$ cat src/rtl/axi_lite_slave_regfile.sv
// AXI4-Lite slave exposing NUM_REGS 32-bit read/write registers with byte strobes.
// AW and W are captured independently; a single write may be outstanding, and the read path is a two-state FSM.
module axi_lite_slave_regfile #(
    parameter int NUM_REGS   = 8,
    parameter int ADDR_WIDTH = 32,
    parameter int DATA_WIDTH = 32
) (
    input  logic                           clk,
    input  logic                           reset,
    input  logic [ADDR_WIDTH-1:0]          i_s_axi_awaddr,
    input  logic                           i_s_axi_awvalid,
    output logic                           o_s_axi_awready,
    input  logic [2:0]                     i_s_axi_awprot,
    input  logic [DATA_WIDTH-1:0]          i_s_axi_wdata,
    input  logic [DATA_WIDTH/8-1:0]        i_s_axi_wstrb,
    input  logic                           i_s_axi_wvalid,
    output logic                           o_s_axi_wready,
    output logic                           o_s_axi_bvalid,
    input  logic                           i_s_axi_bready,
    input  logic [ADDR_WIDTH-1:0]          i_s_axi_araddr,
    input  logic                           i_s_axi_arvalid,
    output logic                           o_s_axi_arready,
    input  logic [2:0]                     i_s_axi_arprot,
    output logic [DATA_WIDTH-1:0]          o_s_axi_rdata,
    output logic                           o_s_axi_rvalid,
    input  logic                           i_s_axi_rready,
    output logic [NUM_REGS*DATA_WIDTH-1:0] o_regs
);

    localparam int IDX_W  = $clog2(NUM_REGS);
    localparam int BYTES  = DATA_WIDTH / 8;

    typedef enum logic {R_IDLE, R_DATA} r_state_t;

    logic                  aw_held_q, aw_held_d;
    logic [IDX_W-1:0]      aw_idx_q, aw_idx_d;
    logic                  w_held_q, w_held_d;
    logic [DATA_WIDTH-1:0] w_data_q, w_data_d;
    logic [BYTES-1:0]      w_strb_q, w_strb_d;
    logic                  bvalid_q, bvalid_d;

    r_state_t              r_state_q;
    logic [DATA_WIDTH-1:0] rdata_q;
    logic                  rvalid_q;

    logic                  aw_hs, w_hs, commit;
    logic [IDX_W-1:0]      commit_idx;
    logic [DATA_WIDTH-1:0] commit_data;
    logic [BYTES-1:0]      commit_strb;
    logic [IDX_W-1:0]      aw_idx_in, ar_idx_in;
    logic [DATA_WIDTH-1:0] regs_arr [NUM_REGS];

    // Upper address bits and prot are decoded upstream; fold them here so nothing dangles.
    logic unused_ok;
    assign unused_ok = ^{i_s_axi_awaddr, i_s_axi_araddr, i_s_axi_awprot, i_s_axi_arprot};

    assign aw_idx_in = i_s_axi_awaddr[2 +: IDX_W];
    assign ar_idx_in = i_s_axi_araddr[2 +: IDX_W];

    assign o_s_axi_awready = !aw_held_q && !bvalid_q && !reset;
    assign o_s_axi_wready  = !w_held_q && !bvalid_q && !reset;
    assign o_s_axi_bvalid  = bvalid_q;
    assign o_s_axi_arready = (r_state_q == R_IDLE) && !reset;
    assign o_s_axi_rvalid  = rvalid_q;
    assign o_s_axi_rdata   = rdata_q;

    assign aw_hs  = i_s_axi_awvalid && o_s_axi_awready;
    assign w_hs   = i_s_axi_wvalid && o_s_axi_wready;
    assign commit = (aw_held_q || aw_hs) && (w_held_q || w_hs);

    assign commit_idx  = aw_held_q ? aw_idx_q : aw_idx_in;
    assign commit_data = w_held_q ? w_data_q : i_s_axi_wdata;
    assign commit_strb = w_held_q ? w_strb_q : i_s_axi_wstrb;

    always_comb begin
        aw_held_d = aw_held_q;
        aw_idx_d  = aw_idx_q;
        w_held_d  = w_held_q;
        w_data_d  = w_data_q;
        w_strb_d  = w_strb_q;
        bvalid_d  = bvalid_q;
        if (commit) begin
            aw_held_d = 1'b0;
            w_held_d  = 1'b0;
            bvalid_d  = 1'b1;
        end else begin
            if (aw_hs) begin
                aw_held_d = 1'b1;
                aw_idx_d  = aw_idx_in;
            end
            if (w_hs) begin
                w_held_d = 1'b1;
                w_data_d = i_s_axi_wdata;
                w_strb_d = i_s_axi_wstrb;
            end
        end
        // A commit cannot coincide with a B handshake: both halves are blocked while bvalid is high.
        if (bvalid_q && i_s_axi_bready) begin
            bvalid_d = 1'b0;
        end
    end

    always_ff @(posedge clk) begin
        if (reset) begin
            aw_held_q <= 1'b0;
            aw_idx_q  <= '0;
            w_held_q  <= 1'b0;
            w_data_q  <= '0;
            w_strb_q  <= '0;
            bvalid_q  <= 1'b0;
        end else begin
            aw_held_q <= aw_held_d;
            aw_idx_q  <= aw_idx_d;
            w_held_q  <= w_held_d;
            w_data_q  <= w_data_d;
            w_strb_q  <= w_strb_d;
            bvalid_q  <= bvalid_d;
        end
    end

    generate
        for (genvar gi = 0; gi < NUM_REGS; gi++) begin : g_reg
            logic [DATA_WIDTH-1:0] reg_q;

            always_ff @(posedge clk) begin
                if (reset) begin
                    reg_q <= '0;
                end else if (commit && (commit_idx == IDX_W'(gi))) begin
                    for (int b = 0; b < BYTES; b++) begin
                        if (commit_strb[b]) begin
                            reg_q[b*8 +: 8] <= commit_data[b*8 +: 8];
                        end
                    end
                end
            end

            assign regs_arr[gi]                          = reg_q;
            assign o_regs[gi*DATA_WIDTH +: DATA_WIDTH]   = reg_q;
        end
    endgenerate

    // rdata samples the pre-commit register value when a read and a write land on the same edge.
    always_ff @(posedge clk) begin
        if (reset) begin
            r_state_q <= R_IDLE;
            rdata_q   <= '0;
            rvalid_q  <= 1'b0;
        end else begin
            case (r_state_q)
                R_IDLE: begin
                    if (i_s_axi_arvalid) begin
                        rdata_q   <= regs_arr[ar_idx_in];
                        rvalid_q  <= 1'b1;
                        r_state_q <= R_DATA;
                    end
                end
                R_DATA: begin
                    if (i_s_axi_rready) begin
                        rvalid_q  <= 1'b0;
                        r_state_q <= R_IDLE;
                    end
                end
                default: begin
                    rvalid_q  <= 1'b0;
                    r_state_q <= R_IDLE;
                end
            endcase
        end
    end

endmodule

$ cat config.mk
export PLATFORM = sky130hd
export DESIGN_NAME = axi_lite_slave_regfile
export DESIGN_NICKNAME = d
export VERILOG_FILES = /design/src/rtl/axi_lite_slave_regfile.sv
export SDC_FILE = /design/constraint.sdc
export NUM_CORES = 1
export LEC_CHECK = 0
export CAP_MARGIN = 20
export CORE_MARGIN = 2
export CORE_UTILIZATION = 25
export DETAILED_ROUTE_END_ITERATION = 6
export PLACE_DENSITY_LB_ADDON = 0.05
export SYNTH_ARGS = -nofsm -noshare
export SYNTH_HDL_FRONTEND = slang
export SYNTH_SLANG_ARGS = --single-unit
$ cat constraint.sdc
create_clock -name clk -period 2.85 [get_ports clk]
set_input_delay 0.4275 -clock clk [delete_from_list [all_inputs] [get_ports clk]]
set_output_delay 0.4275 -clock clk [all_outputs]
set_load 0.005 [all_outputs]
==> summary.txt <==
Floorplanning
  – Die Width: 251 microns
  – I/O Pins: 406
  – Core area: 60400 sq um
  – Die H: 251 microns
  – Initial Util: 25.3%
  – Rows: 90
  – Die area: 63100 sq um

Global route
  – Vias in the first global route: 12175
  – Gr ovfl total: 0
  – Largest net degree at the start of global routing: 157
  – Total GRT Usage: 17.9%
  – Initial antenna violation count: 11
  – First-pass GRT wire length: 84.2 mm

Place
  – Setup Slack @ Placement: 204 ps
  – DP HPWL: 40.5 mm
  – IO buf count: 341
  – RD Place Congestion: 0.737

Clock tree
  – TritonCTS buffer count: 43
  – Root Buffer Master: clkbuf_16
  – CTS tree: yes
  – Max clock buf depth: 3
  – CTS resizes: 0
  – H-tree Lvls: 2
  – Worst skew pair latency: 580 ps
  – Clock slew at the register clock pins of the worst setup and hold paths: 60 ps
  – Hold buffer count at CTS: 0
  – Sink Count: 332
  – Postcts setup bufs: 0

Routing
  – Residual DRC count: 0
  – DR iter-0 viols: 492
  – Pre-antenna DRT Iters: 4
  – Vias per cell: 4.57
  – Routed WL: 58.0 mm
  – DR WL/cell: 22.1 microns
  – Vias: 12008
  – Post-DRT Antenna Nets: 0

Logic synthesis
  – Largest family of logic cells by synthesized area: multiplexers
  – Post-synth EDFFs: 0
  – Post-synthesis adder-cell area fraction: 0%
  – FFs w/ async S/R, synth: 0%
  – Yosys reg bits: 332
  – Synth Area in Compound Gates: 6.04%
  – Post-Synth XOR/XNOR Area: 0%
  – Synth Net Count: 1633
  – Sequential element share of the synthesized area: 43.5%
  – Post-Syn Area: 15300 sq um
  – Synth warn: 0
  – Distinct cells, synth: 33
  – Mapped Cells: 1520
  – Syn_area_per_cell: 10.1 sq um
  – Main synth FF type: dfxtp_1
  – Multiplexer share of the synthesized area: 27.8%
  – Simple-gate share of the synthesized area: 18.9%

Worst setup path
  – CP Launch Type: flop
  – Worst reg2reg path endpoint: g_reg[3].reg_q[15]$_SDFFE_PP0P_
  – WP data arrival: 2050 ps
  – Worst r2r src: aw_held_q$_SDFFE_PP0P_
  – R2R depth: 4
  – R2r setup slk: 430 ps
  – Worst path required time: 2420 ps
  – Crit Path Category: reg -> out
  – Nature of the critical path endpoint: output port
  – CP max FO: 14
  – Critical path origin: w_held_q$_SDFFE_PP0P_

Timing
  – Part of the cycle the worst path needs: 86.8%
  – Final setup violation count: 0
  – Max-slew violation count: 0
  – Final hold vios: 0
  – Worst Tran Pin Value: 709 ps
  – Worst relative slew slack: 52.7%
  – Final worst path period need: 2470 ps
  – Clock Skews: 27.5 ps
  – Setup tns final: 0 ps
  – RSZ-0062 raised after global routing: no
  – Post-route setup slack: 376 ps
  – Maximum clock rate: 404 MHz

Final layout
  – Most frequent cells in the layout: 424 x mux2i_1, 339 x clkdlybuf4s50_1, 331 x dfxtp_1, 204 x nand2b_1, 74 x nand2_1
  – Commonest non-fill, non-tap cell in the layout: mux2i_1
  – Total Nets Final: 1922
  – # fillers: 6168
  – Layout cells sized above 1: 9.24%
  – Area delta synth->final: 36.6%
  – Layout Utilization: 34.6%

Hold path
  – Worst hold path class: in -> reg
  – End of the worst hold path: r_state_q$_SDFF_PP0_
  – Worst Hold Launch: reset
  – Hold path cells: 2

Power and ir drop
  – Max VDD drop: 0.410 mV
  – P per Cell Area: 535 nW/um^2
  – Leak: 0.00899 uW

Run
  – Max cap viols: 0

Outcome
  – Result of the run: finished, final reports clean
through the flow:
stage | instances | power [uW] | area, sq um | hold slack, ps
floorplan | 1520 | 5500 | 15300 | 436
global placement | 2546 | 6010 | 19500 | 441
detailed placement | 2546 | 6020 | 19500 | 446
CTS | 2622 | 11400 | 20900 | 194
global route | 2622 | 11600 | 20900 | 241
finish | 2625 | 11200 | 20900 | 208
cell type report:
cell class	instances	area [sq um]	area share [%]
repair buffers	368	3760	18.0
diodes	3	7.51	0.0360
multi-input cells	1061	8110	38.8
clock buffers	68	1300	6.23
inverters	3	11.3	0.0539
well taps	782	978	4.69
flip-flops and latches	332	6650	31.8
clock inverters	8	60.1	0.288
cells in the mapped netlist, drive strengths merged (3+ instances only):
| library cell | number | area [sq um] |
|---|---|---|
| nand3b | 3 | 22.5 |
| a21oi | 72 | 360 |
| nand2b | 205 | 1280 |
| nor2b | 3 | 18.8 |
| or2 | 32 | 200 |
| clkbuf | 78 | 338 |
| dfxtp | 332 | 6650 |
| a22oi | 64 | 480 |
| inv | 3 | 11.3 |
| nand2 | 82 | 328 |
| mux2i | 424 | 4240 |
| or2b | 53 | 398 |
| nor2 | 50 | 195 |
| nand3 | 25 | 240 |
| buf | 46 | 211 |
| nor3 | 36 | 180 |
per-layer routing:
metal / track usage (%) / up-vias / wire length, microns
met5: 0 / - / 80
met4: 4.49 / 12 / 1120
met3: 4.50 / 84 / 3160
met2: 28.7 / 258 / 26500
met1: 24.1 / 5834 / 27100
li1: - / 5820 / -
cells by family (layout without fill, tap and decap cells):
| kind of cell | Yosys count | count (layout) |
|---|---|---|
| multiplexers | 425 | 425 |
| buffers and inverters | 127 | 447 |
| AND/OR/NAND/NOR | 493 | 493 |
| other | 0 | 3 |
| flip-flops | 332 | 332 |
| AO/OA/AOI/OAI | 143 | 143 |
sequential cells by signal (all words and copies together), names as in the netlist:
name            flops
r_state_q           1
aw_idx_q            3
aw_held_q           1
w_held_q            1
w_strb_q            4
o_s_axi_rdata      32
o_s_axi_bvalid      1
g.reg_q           256
o_s_axi_rvalid      1
w_data_q           32
where the power goes:
part | internal (uW) | switching, uW
combinational | 480 | 625
sequential | 4720 | 65.0
clock | 3120 | 2160
how the worst max path moves through the flow:
stage	cells past startpoint	to	slack [ps]
final	3	o_s_axi_wready	380
after global routing	4	g_reg[7].reg_q[9]$_SDFFE_PP0P_	240
after CTS	3	o_s_axi_wready	320
after detailed placement	6	g_reg[1].reg_q[4]$_SDFFE_PP0P_	200
after global placement	6	g_reg[5].reg_q[10]$_SDFFE_PP0P_	210
after floorplan	6	o_s_axi_wready	680
critical path: stages (launching register included):
cell and delay [ps]:
dfxtp_2 580, buf_4 350, nor3_1 90, clkdlybuf4s50_1 470
(Power assumes the default switching activity.)
